### src/rtl/mem_port_arbiter_pkg.sv
// mem_port_arbiter_pkg: shared widths, access-width codes and FSM/owner enums
package mem_port_arbiter_pkg;
   localparam int REG_W  = 64;
   localparam int IMM_W  = 64;
   localparam int ADDR_W = 32;
   localparam int WDT_W  = 2;
   localparam logic [WDT_W-1:0] WDT8  = 2'd0;
   localparam logic [WDT_W-1:0] WDT16 = 2'd1;
   localparam logic [WDT_W-1:0] WDT32 = 2'd2;
   localparam logic [WDT_W-1:0] WDT64 = 2'd3;
   typedef enum logic [1:0] {IDLE, ACCESS, WAIT, RESP} state_e;
   typedef enum logic {OWN_IFU, OWN_LSU} owner_e;
endpackage

### src/rtl/mem_align_check.sv
// mem_align_check: flags accesses that are not naturally aligned for their width
module mem_align_check
   import mem_port_arbiter_pkg::*;
(
   input  logic [2:0]       addr,
   input  logic [WDT_W-1:0] wdt_op,
   output logic             misalign
);
   always_comb
      misalign = (wdt_op == WDT16) ? addr[0] :
                 (wdt_op == WDT32) ? |addr[1:0] :
                 (wdt_op == WDT64) ? |addr : 1'b0;
endmodule

### src/rtl/mem_port_arbiter.sv
// mem_port_arbiter: shares one memory port between IFU fetch and LSU load/store
module mem_port_arbiter
   import mem_port_arbiter_pkg::*;
#(
   parameter int RD_LAT     = 1,
   parameter int STREAK_MAX = 4
) (
   input  logic              clk,
   input  logic              rst,
   input  logic              ifu_req_valid,
   output logic              ifu_req_ready,
   input  logic [REG_W-1:0]  ifu_addr,
   output logic              ifu_resp_valid,
   input  logic              ifu_resp_ready,
   output logic [IMM_W-1:0]  ifu_rdata,
   input  logic              lsu_req_valid,
   output logic              lsu_req_ready,
   input  logic [REG_W-1:0]  lsu_addr,
   input  logic              lsu_wen,
   input  logic [REG_W-1:0]  lsu_wdata,
   input  logic [WDT_W-1:0]  lsu_wdt_op,
   output logic              lsu_resp_valid,
   input  logic              lsu_resp_ready,
   output logic [IMM_W-1:0]  lsu_rdata,
   output logic [REG_W-1:0]  mem_raddr,
   output logic [ADDR_W-1:0] mem_waddr,
   output logic [REG_W-1:0]  mem_wdata,
   output logic              mem_ren,
   output logic              mem_wen,
   output logic [WDT_W-1:0]  wdt_op,
   input  logic [IMM_W-1:0]  mem_rdata,
   output logic              misalign
);
   localparam int CNT_W = $clog2(RD_LAT + 1);
   localparam int STK_W = $clog2(STREAK_MAX + 1);

   state_e             state_q, state_d;
   owner_e             owner_q, owner_d;
   logic [REG_W-1:0]   addr_q, addr_d;
   logic               wen_q, wen_d;
   logic [REG_W-1:0]   wdata_q, wdata_d;
   logic [WDT_W-1:0]   op_q, op_d;
   logic [IMM_W-1:0]   rdata_q, rdata_d;
   logic [CNT_W-1:0]   cnt_q, cnt_d;
   logic [STK_W-1:0]   streak_q, streak_d;
   logic               grant_lsu, grant_ifu, streak_full, align_mis, resp;

   mem_align_check u_align (
      .addr     (addr_q[2:0]),
      .wdt_op   (op_q),
      .misalign (align_mis)
   );

   always_comb begin
      streak_full = streak_q == STK_W'(STREAK_MAX);
      grant_lsu   = state_q == IDLE && lsu_req_valid && !(ifu_req_valid && streak_full);
      grant_ifu   = state_q == IDLE && ifu_req_valid && !grant_lsu;
      state_d     = state_q;
      owner_d     = owner_q;
      addr_d      = addr_q;
      wen_d       = wen_q;
      wdata_d     = wdata_q;
      op_d        = op_q;
      rdata_d     = rdata_q;
      cnt_d       = cnt_q;
      case (state_q)
         IDLE:
            if (grant_lsu || grant_ifu) begin
               state_d = ACCESS;
               owner_d = grant_lsu ? OWN_LSU : OWN_IFU;
               addr_d  = grant_lsu ? lsu_addr : ifu_addr;
               wen_d   = grant_lsu && lsu_wen;
               wdata_d = grant_lsu ? lsu_wdata : '0;
               op_d    = grant_lsu ? lsu_wdt_op : WDT32;
            end
         ACCESS: begin
            state_d = WAIT;
            cnt_d   = CNT_W'(RD_LAT);
         end
         WAIT: begin
            cnt_d = cnt_q - CNT_W'(1);
            if (cnt_q == CNT_W'(1)) begin
               state_d = RESP;
               rdata_d = wen_q ? '0 : mem_rdata;
            end
         end
         RESP: if (owner_q == OWN_LSU ? lsu_resp_ready : ifu_resp_ready) state_d = IDLE;
         default: state_d = IDLE;
      endcase
      // streak only counts LSU wins that actually kept a waiting IFU out
      streak_d = (!ifu_req_valid || grant_ifu) ? '0 :
                 (grant_lsu && !streak_full) ? streak_q + STK_W'(1) : streak_q;
   end

   always_ff @(posedge clk or posedge rst)
      if (rst) begin
         state_q  <= IDLE;
         owner_q  <= OWN_IFU;
         addr_q   <= '0;
         wen_q    <= 1'b0;
         wdata_q  <= '0;
         op_q     <= '0;
         rdata_q  <= '0;
         cnt_q    <= '0;
         streak_q <= '0;
      end else begin
         state_q  <= state_d;
         owner_q  <= owner_d;
         addr_q   <= addr_d;
         wen_q    <= wen_d;
         wdata_q  <= wdata_d;
         op_q     <= op_d;
         rdata_q  <= rdata_d;
         cnt_q    <= cnt_d;
         streak_q <= streak_d;
      end

   assign resp           = state_q == RESP;
   assign ifu_req_ready  = grant_ifu;
   assign lsu_req_ready  = grant_lsu;
   assign ifu_resp_valid = resp && owner_q == OWN_IFU;
   assign lsu_resp_valid = resp && owner_q == OWN_LSU;
   assign ifu_rdata      = owner_q == OWN_IFU ? rdata_q : '0;
   assign lsu_rdata      = owner_q == OWN_LSU ? rdata_q : '0;
   // address and width stay driven after ACCESS: the memory extraction mux reads them combinationally
   assign mem_raddr      = addr_q;
   assign mem_waddr      = addr_q[ADDR_W-1:0];
   assign mem_wdata      = wdata_q;
   assign wdt_op         = op_q;
   assign mem_ren        = state_q == ACCESS && !wen_q;
   assign mem_wen        = state_q == ACCESS && wen_q;
   assign misalign       = state_q == ACCESS && align_mis;
endmodule

### config.mk
export PLATFORM = sky130hd
export DESIGN_NAME = mem_port_arbiter
export DESIGN_NICKNAME = d
export VERILOG_FILES = /design/src/rtl/mem_port_arbiter_pkg.sv /design/src/rtl/mem_align_check.sv /design/src/rtl/mem_port_arbiter.sv
export SDC_FILE = /design/constraint.sdc
export NUM_CORES = 1
export LEC_CHECK = 0
export BUFFER_PORTS_ARGS = -buffer_cell sky130_fd_sc_hd__buf_2
export CAP_MARGIN = 0
export CORE_AREA = 4 4 219 221
export CTS_CLUSTER_DIAMETER = 40
export CTS_CLUSTER_SIZE = 25
export DETAILED_ROUTE_END_ITERATION = 10
export DIE_AREA = 0 0 223 225
export HOLD_SLACK_MARGIN = 0.15
export MAX_ROUTING_LAYER = met4
export PLACE_DENSITY = 0.45
export SLEW_MARGIN = 20
export SYNTH_ARGS = -nofsm -noshare
export SYNTH_HDL_FRONTEND = slang
export SYNTH_SLANG_ARGS = --single-unit
### constraint.sdc
create_clock -name clk -period 5.9 [get_ports clk]
set_input_delay 0.885 -clock clk [delete_from_list [all_inputs] [get_ports clk]]
set_output_delay 0.885 -clock clk [all_outputs]
set_load 0.02 [all_outputs]
==> impl_metrics.csv, run 1 <==
group,metric,value,unit
finish,regArea,5060,µm²
place,placed_area,12970,µm²
worst_setup_path,cp.buffers_inverters,3,
floorplan,rows,79,
place,port_buffers,561,
sta,max_slew_margin,32.23,%
floorplan,die_h,225,µm
routing,drt_wl_total,40300,µm
sta,finalHoldViolCount,0,
status,status,"complete, no violations",
sta,fin_crit,3531,ps
synthesis,yosys_most_used_dff,"dfrtp_1",
global_route,grt_max_degree,130,
job,drv_cap,0,
finish,syn_to_final_growth,47.37,%
worst_setup_path,crit_top_cell,"buf_2",
cts,htreeDepth,2,
worst_setup_path,worst-setup-path-type,"input pin to output port",
synthesis,synth.area.top_cells,"dfrtp_1 (51%), o21ai_0 (6.3%), a22o_1 (5.8%)",
routing,antenna_left,0,
synthesis,yosysMostFrequentCell,"dfrtp_1",
worst_setup_path,path_cells,"buf_2, buf_4, a21boi_0, nor2_1, buf_2",
global_route,grt_overflow_total,0,
synthesis,ys_seq_elements,202,
cts,clock_sinks,202,
finish,multi_input_area,4164,µm²
floorplan,core,46160,µm²
sta,setup_viol,0,
routing,dr.first_iter.drc_count,521,
floorplan,start_util,21.51,%
cts,cts_tree,"done",
synthesis,avgSynthCellArea,9.630,µm²
synthesis,synthesis.nets,1303,
routing,vias,9539,
pwr,p_per_area,655.0,nW/µm²
global_route,antenna_found_initial,15,
worst_setup_path,cp_max_fo,46,
synthesis,postSynth.asyncResetShare,100.0,%
finish,nNetsFinal,1796,
worst_setup_path,startpoint_type,"input pin",
synthesis,yosysSeqAreaShare,50.91,%
finish,drive_gt1_share,42.68,%
sta,rsz0062_at_grt,"false",
synthesis,synth.distinct_cells,34,
place,pre_cts_slack,2409,ps
pwr,power.total,9.584,mW
worst_setup_path,slowest_stage,"buf_2",
sta,final.setup.worst_slack,2369,ps
sta,clock_skew,15.73,ps
floorplan,die_w,223,µm
synthesis,synth_edf_count,0,
floorplan,boundaryPins,562,
routing,wl_per_cell,18.50,µm
sta,fmax,283.2,MHz
finish,nFillCells,4861,
worst_setup_path,cp.required,5020,ps
synthesis,yosys.area.top_type_share,50.91,%
worst_setup_path,crit_path_max_incr_delay,720,ps
finish,fin_util,31.70,%
sta,fin_tns_setup,0,ps
cts,cts_buffers,45,
cts,clock_latency,550,ps
sta,tightest_slew,1016,ps
floorplan,fp.dieArea,50180,µm²
global_route,grt_usage,15.48,%
hold_path,hold_class,"input pin to asynchronous set/reset pin",
global_route,grt_pass1_vias,9614,
synthesis,synth_common_cells,"dfrtp_1 (202), o21ai_0 (124), nand2_1 (71)",
synthesis,syn_area,9928,µm²
worst_setup_path,crit_path_end_kind,"output port",
pwr,p_leak,7.275,nW
cts,holdBufCountCts,0,
cts,clk_pin_slew,50,ps
cts,cts_setup_buffers,0,
pwr,ir_worst_vdd,274.5,µV
place,gp_congestion,0.8847,
place,dp_hpwl,29120,µm
cts,cts_buffer_depth,3,
synthesis,yosys_warnings,0,
global_route,grt_pass1_wl,58940,µm
synthesis,syn_inst,1031,
cts,cts_root_buffer,"clkbuf_16",
cts,ctsResizeCount,0,
routing,first_pass_iters,4,
finish,final_area,14630,µm²
synthesis,synth_top_area_cell,"dfrtp_1",
sta,slew_viol_final,0,
worst_setup_path,critPathTopFamily,"buffers and inverters",
routing,route.detailed.drc,0,
worst_setup_path,crit_arrival,2650,ps
sta,post-route-period-util,59.85,%
routing,viasPerCell,4.380,
## final timing paths
kind                          startpoint             to  slack (ps)  depth (start not counted)
max in group asynchronous            rst          wen_q        4380                          3
max                        lsu_req_valid  ifu_req_ready        2370                          5
min reg2reg                  rdata_q[61]    rdata_q[61]         480                          2
max reg2reg                   state_q[0]     state_q[1]        3100                          6
min                                  rst  mem_raddr[14]         350                          2
min in group clk             rdata_q[61]    rdata_q[61]         480                          2
## layout by cell type, fill, tap and decap left out, types with 3 or more instances in the layout
| cell | n |
|---|---|
| dfrtp_1 | 200 |
| and2_1 | 66 |
| buf_4 | 14 |
| a41oi_1 | 64 |
| a22o_1 | 66 |
| clkbuf_1 | 7 |
| o21ai_0 | 124 |
| buf_2 | 561 |
| clkbuf_8 | 5 |
| clkbuf_16 | 46 |
| clkinv_2 | 3 |
| o21ai_1 | 7 |
| nor2b_1 | 66 |
| diode_2 | 13 |
| nor2_1 | 66 |
| nand2b_1 | 67 |
| nand2_1 | 69 |
| a21boi_1 | 3 |
| a21oi_1 | 65 |
| bufinv_16 | 8 |
| clkinvlp_4 | 8 |
| ha_1 | 6 |
| inv_1 | 5 |
## power by group
part	total (mW)	internal (mW)	leakage [nW]	switching, mW
clock network	2.68	1.84	0.761	0.839
registers	2.57	2.07	2.46	0.498
logic	4.34	1.55	4.05	2.79
total	9.58	5.46	7.27	4.13
## through the flow
stage | cells | hold WS [ps]
floorplan | 1031 | 455.7
global placement | 2082 | 475.1
detailed placement | 2083 | 477.2
CTS | 2164 | 488.5
global route | 2178 | 360.7
finish | 2178 | 350.8
## area by class of cell
cell class	count	share of cell area [%]
Timing Repair Buffer	578	20.37
Inverter	7	0.2052
Sequential cell	202	34.58
Tap cell	607	5.191
Antenna cell	13	0.2223
Clock inverter	23	2.454
Multi-Input combinational cell	690	28.46
Clock buffer	58	8.517
## state kept, by name (all words and copies together), names as in the netlist
name       flops
cnt_q          1
mem_raddr     64
mem_wdata     64
owner_q        1
rdata_q       64
state_q        2
streak_q       3
wdt_op         2
wen_q          1
## per-layer routing
layer	global-route usage, %	wire length [µm]
met1	18.13	15960
met2	25.39	19800
met3	4.937	3619
met4	5.071	916
met5	-	0
## logic make-up after synthesis
logic type / after synthesis / synth area share, %
muxes: 2 / 0.2142
AOI/OAI and AO/OA: 337 / 22.29
adders and majority gates: 7 / 0.8821
buffers and inverters: 139 / 7.372
DFF: 202 / 50.91
and+or+nand+nor: 344 / 18.32
(Power assumes the default switching activity.)
==> run 2: changes to the inputs <==
==> constraint.sdc (replaced) <==
create_clock -name clk -period 3.1 [get_ports clk]
set_input_delay 0.465 -clock clk [delete_from_list [all_inputs] [get_ports clk]]
set_output_delay 0.465 -clock clk [all_outputs]
set_load 0.02 [all_outputs]
==> impl_metrics.csv, run 2 (same netlist as run 1, synthesis figures left out) <==
group,metric,value,unit
status,status,"complete, no violations",
worst_setup_path,r2r_end,"mem_raddr[4]",
sta,fin_tns_setup,0,ps
cts,clk_pin_slew,40,ps
floorplan,die_w,223,µm
routing,drt_wl_total,41190,µm
routing,antenna_left,0,
place,gp_congestion,0.8645,
floorplan,die_h,225,µm
cts,htreeDepth,2,
cts,clock_latency,550,ps
cts,cts_buffer_depth,3,
hold_path,min_from,"ifu_addr[47]",
finish,final_common_cell,"buf_2",
finish,final_cells,2331,
finish,regArea,5060,µm²
floorplan,boundaryPins,562,
floorplan,rows,79,
finish,nFillCells,4787,
routing,wl_per_cell,17.67,µm
worst_setup_path,startpoint_type,"register",
worst_setup_path,reg2regPathDepth,6,
sta,finalHoldViolCount,0,
finish,nNetsFinal,1955,
sta,fin_crit,2543,ps
sta,clock_skew,14.33,ps
global_route,grt_usage,16.11,%
cts,cts_buffers,46,
worst_setup_path,reg2reg_from,"state_q[0]",
worst_setup_path,crit_path_end_kind,"output port",
finish,drive_gt1_share,39.30,%
finish,fin_util,35.19,%
sta,rsz0062_at_grt,"false",
pwr,ir_worst_vdd,544.1,µV
floorplan,core,46160,µm²
pwr,power.total,18.58,mW
routing,viasPerCell,4.399,
worst_setup_path,path_cells,"inv_1, ha_2, nand3_2, inv_2, buf_2",
sta,max_slew_margin,45.79,%
cts,ctsResizeCount,0,
sta,post-route-period-util,82.04,%
sta,slew_viol_final,0,
worst_setup_path,crit_path_max_incr_delay,430,ps
worst_setup_path,cp.required,2630,ps
routing,route.detailed.drc,0,
global_route,grt_overflow_total,0,
global_route,grt_pass1_wl,62150,µm
floorplan,start_util,21.51,%
finish,syn_to_final_growth,63.63,%
worst_setup_path,critPathTopFamily,"buffers and inverters",
worst_setup_path,crit_arrival,2080,ps
routing,dr.first_iter.drc_count,450,
routing,vias,10250,
finish,layout_common_cells,"buf_2 (561), dfrtp_1 (200), dlygate4sd3_1 (152)",
global_route,grt_max_degree,100,
pwr,p_per_area,1144,nW/µm²
floorplan,fp.dieArea,50180,µm²
hold_path,worstHoldEndpoint,"mem_raddr[47]",
routing,first_pass_iters,5,
hold_path,hold_depth,3,
worst_setup_path,cp.buffers_inverters,3,
finish,multi_input_area,4164,µm²
worst_setup_path,worst-setup-path-type,"register to output port",
cts,clock_sinks,202,
place,dp_hpwl,29380,µm
worst_setup_path,cp_max_fo,18,
global_route,antenna_found_initial,4,
worst_setup_path,slowest_stage,"ha_2",
cts,cts_tree,"done",
global_route,grt_pass1_vias,10540,
worst_setup_path,regToRegSetupSlack,890,ps
place,placed_cells,2090,
sta,setup_viol,0,
place,port_buffers,561,
cts,cts_root_buffer,"clkbuf_16",
worst_setup_path,cp_num_cells,5,
job,drv_cap,0,
pwr,p_leak,7.982,nW
hold_path,hold_class,"input pin to register",
sta,tightest_slew,813.1,ps
sta,fmax,393.2,MHz
-- run 2: what timing repair did --
action / in CTS / in global routing
hold buffers: 152 / 0
endpoints found under the hold margin: 250 / 0
setup buffers: 0 / 0
-- run 2: final cells by class --
type / instances / share of cell area [%]
sequential: 202 / 31.15
multi-input combinational: 690 / 25.63
timing repair buffer: 736 / 28.02
inverter: 7 / 0.1848
tap: 607 / 4.675
antenna: 4 / 0.06161
clock inverter: 29 / 2.719
clock buffer: 56 / 7.563
-- run 2: metrics by stage --
step | cell area (µm²) | worst slack, ps | hold WS [ps]
floorplan | 9932 | 18.69 | 455.7
global placement | 13040 | 777.8 | 472.3
detailed placement | 13040 | 773.7 | 482.1
CTS | 16240 | 483.8 | 150.1
global route | 16250 | 363.6 | 165.5
finish | 16250 | 556.6 | 188.1
-- run 2: power breakdown --
part,internal [mW],switching [mW]
registers,3.94,1.06
logic,3.10,5.21
clock network,3.65,1.61
total,10.7,7.89
-- run 2: worst register-to-register path: stages (launching register included) --
cell	delay, ps
dfrtp_1	400
inv_1	120
ha_2	430
o21ai_4	280
buf_4	390
a41oi_1	360
a21oi_1	90
-- run 2: worst max-delay path by stage --
stage             startpoint             to  slack (ps)
2_1_floorplan            rst          cnt_q          20
3_3_place_gp   ifu_req_valid   mem_raddr[6]         780
3_5_place_dp   ifu_req_valid  mem_raddr[19]         770
4_1_cts           state_q[0]  lsu_req_ready         480
5_1_grt           state_q[0]  lsu_req_ready         360
6_report          state_q[0]  lsu_req_ready         560
-- run 2: metal layers --
| metal | part of all wire, % | routed length [µm] | vias up | GRT usage [%] |
|---|---|---|---|---|
| li1 | - | - | 4881 | - |
| met1 | 39 | 16260 | 4813 | 18.76 |
| met2 | 49 | 20190 | 484 | 26.73 |
| met3 | 8.7 | 3582 | 75 | 5.041 |
| met4 | 2.8 | 1163 | 0 | 5.051 |
| met5 | 0 | 0 | - | - |
==> run 3: changes to the inputs <==
--- a/config.mk
+++ b/config.mk
@@ -14,7 +14,7 @@
 export DIE_AREA = 0 0 223 225
 export HOLD_SLACK_MARGIN = 0.15
 export MAX_ROUTING_LAYER = met4
-export PLACE_DENSITY = 0.45
+export PLACE_DENSITY = 0.43
 export SLEW_MARGIN = 20
 export SYNTH_ARGS = -nofsm -noshare
 export SYNTH_HDL_FRONTEND = slang
==> constraint.sdc (replaced) <==
create_clock -name clk -period 2.6 [get_ports clk]
set_input_delay 0.39 -clock clk [delete_from_list [all_inputs] [get_ports clk]]
set_output_delay 0.39 -clock clk [all_outputs]
set_load 0.02 [all_outputs]
==> impl_metrics.csv, run 3 (same netlist as run 1, synthesis figures left out) <==
group,metric,value,unit
sta,setup_viol,0,
sta,fin_crit,2231,ps
routing,route.detailed.drc,0,
cts,clock_latency,530,ps
routing,viasPerCell,4.372,
hold_path,hold_class,"input pin to register",
sta,tightest_slew,813.9,ps
routing,wl_per_cell,17.22,µm
sta,final.setup.worst_slack,369.1,ps
cts,cts_root_buffer,"clkbuf_16",
routing,antenna_left,0,
place,port_buffers,561,
worst_setup_path,startpoint_type,"register",
finish,layout_common_cells,"buf_2 (561), dfrtp_1 (201), dlygate4sd3_1 (193)",
cts,cts_tree,"done",
place,dp_hpwl,28650,µm
finish,final_common_cell,"buf_2",
job,drv_cap,0,
global_route,antenna_found_initial,4,
pwr,p_leak,8.107,nW
sta,slew_viol_final,0,
worst_setup_path,cp.required,2210,ps
floorplan,rows,79,
global_route,grt_overflow_total,0,
routing,vias,10350,
routing,drt_wl_total,40780,µm
sta,clock_skew,17.71,ps
cts,cts_setup_buffers,0,
sta,hold_ws,189.1,ps
place,gp_congestion,0.8346,
floorplan,die_h,225,µm
cts,clk_pin_slew,50,ps
status,status,"complete, no violations",
global_route,grt_pass1_vias,10710,
finish,nFillCells,4745,
routing,first_pass_iters,4,
worst_setup_path,crit_path_end_kind,"output port",
sta,post-route-period-util,85.80,%
finish,nNetsFinal,1997,
floorplan,start_util,21.51,%
cts,clock_sinks,202,
pwr,power.total,21.50,mW
routing,dr.first_iter.drc_count,431,
cts,cts_buffer_depth,3,
floorplan,boundaryPins,562,
worst_setup_path,worst-setup-path-type,"register to output port",
pwr,p_per_area,1299,nW/µm²
sta,finalHoldViolCount,0,
finish,syn_to_final_growth,66.67,%
floorplan,die_w,223,µm
pwr,ir_worst_vdd,653.1,µV
floorplan,core,46160,µm²
sta,fmax,448.2,MHz
cts,cts_buffers,43,
worst_setup_path,cp_max_fo,7,
global_route,grt_pass1_wl,61910,µm
place,pre_cts_slack,588.4,ps
sta,max_slew_margin,45.74,%
worst_setup_path,slowest_stage,"dfrtp_1",
floorplan,fp.dieArea,50180,µm²
worst_setup_path,crit_path_max_incr_delay,400,ps
worst_setup_path,crit_arrival,1840,ps
global_route,grt_max_degree,132,
cts,htreeDepth,2,
global_route,grt_usage,15.93,%
finish,drive_gt1_share,38.28,%
worst_setup_path,path_cells,"inv_1, ha_2, nand3_2, inv_2, buf_2",
sta,rsz0062_at_grt,"false",
cts,ctsResizeCount,0,
## run 3: cell count changes in the layout (fill, tap and decap cells not counted), sizes merged
cell,delta
dlygate4sd3,+41
bufinv,-5
buf,+4
clkbuf,-3
clkinv,+3
inv,-2
diode,-1
## run 3: per-stage QoR
| stage | setup TNS (ps) | area, µm² | utilization, % | instances |
|---|---|---|---|---|
| after floorplan | -82070 | 9932 | - | 1031 |
| after global placement | 0 | 13150 | 28.48 | 2094 |
| after detailed placement | 0 | 13150 | 28.48 | 2094 |
| after CTS | 0 | 16540 | 35.83 | 2365 |
| after global routing | 0 | 16550 | 35.85 | 2368 |
| final | 0 | 16550 | 35.85 | 2368 |
## run 3: layout make-up
class                           instances  area [µm²]  share of cell area (%)
Sequential cell                       202        5059                   30.57
Tap cell                              607       759.5                   4.590
Timing Repair Buffer                  781        5067                   30.62
Clock inverter                         25       274.0                   1.656
Clock buffer                           53        1186                   7.168
Inverter                                7       30.03                  0.1815
Antenna cell                            3       7.507                 0.04537
Multi-Input combinational cell        690        4164                   25.16
## run 3: final timing paths
path                               startpoint             to  slack, ps  cells past startpoint
worst max-delay path               state_q[1]  lsu_req_ready        370                      5
worst min-delay path            mem_rdata[15]    rdata_q[15]        190                      3
worst min register to register     rdata_q[7]     rdata_q[7]        490                      2
worst max register to register     state_q[1]  mem_raddr[21]        510                      7
max in group asynchronous                 rst  mem_raddr[34]       1530                      4
min in group asynchronous                 rst    rdata_q[17]        470                      4
## run 3: routing by layer
metal | routed length, µm | vias up | GRT usage [%]
met5 | 0 | - | -
met4 | 1466 | 0 | 6.940
met3 | 3031 | 87 | 3.582
met2 | 20010 | 473 | 26.30
met1 | 16270 | 4839 | 18.76
li1 | - | 4955 | -
## run 3: timing repair
item | in CTS | in global routing
setup endpoints to repair | 0 | 0
endpoints found under the hold margin | 310 | 0
hold buffers | 193 | 0
## run 3: power breakdown
part	total, mW	internal (mW)	switching [mW]	leakage, nW
Clock	5.51	3.72	1.79	0.713
Combinational	10.2	3.80	6.39	4.93
Sequential	5.80	4.70	1.10	2.46
## run 3: critical path, delay by kind of cell, from the launching register on
family | cells | cell delay, ps
fa+ha+maj | 1 | 280
flops | 1 | 400
simple gates | 1 | 160
buf+inv | 3 | 470
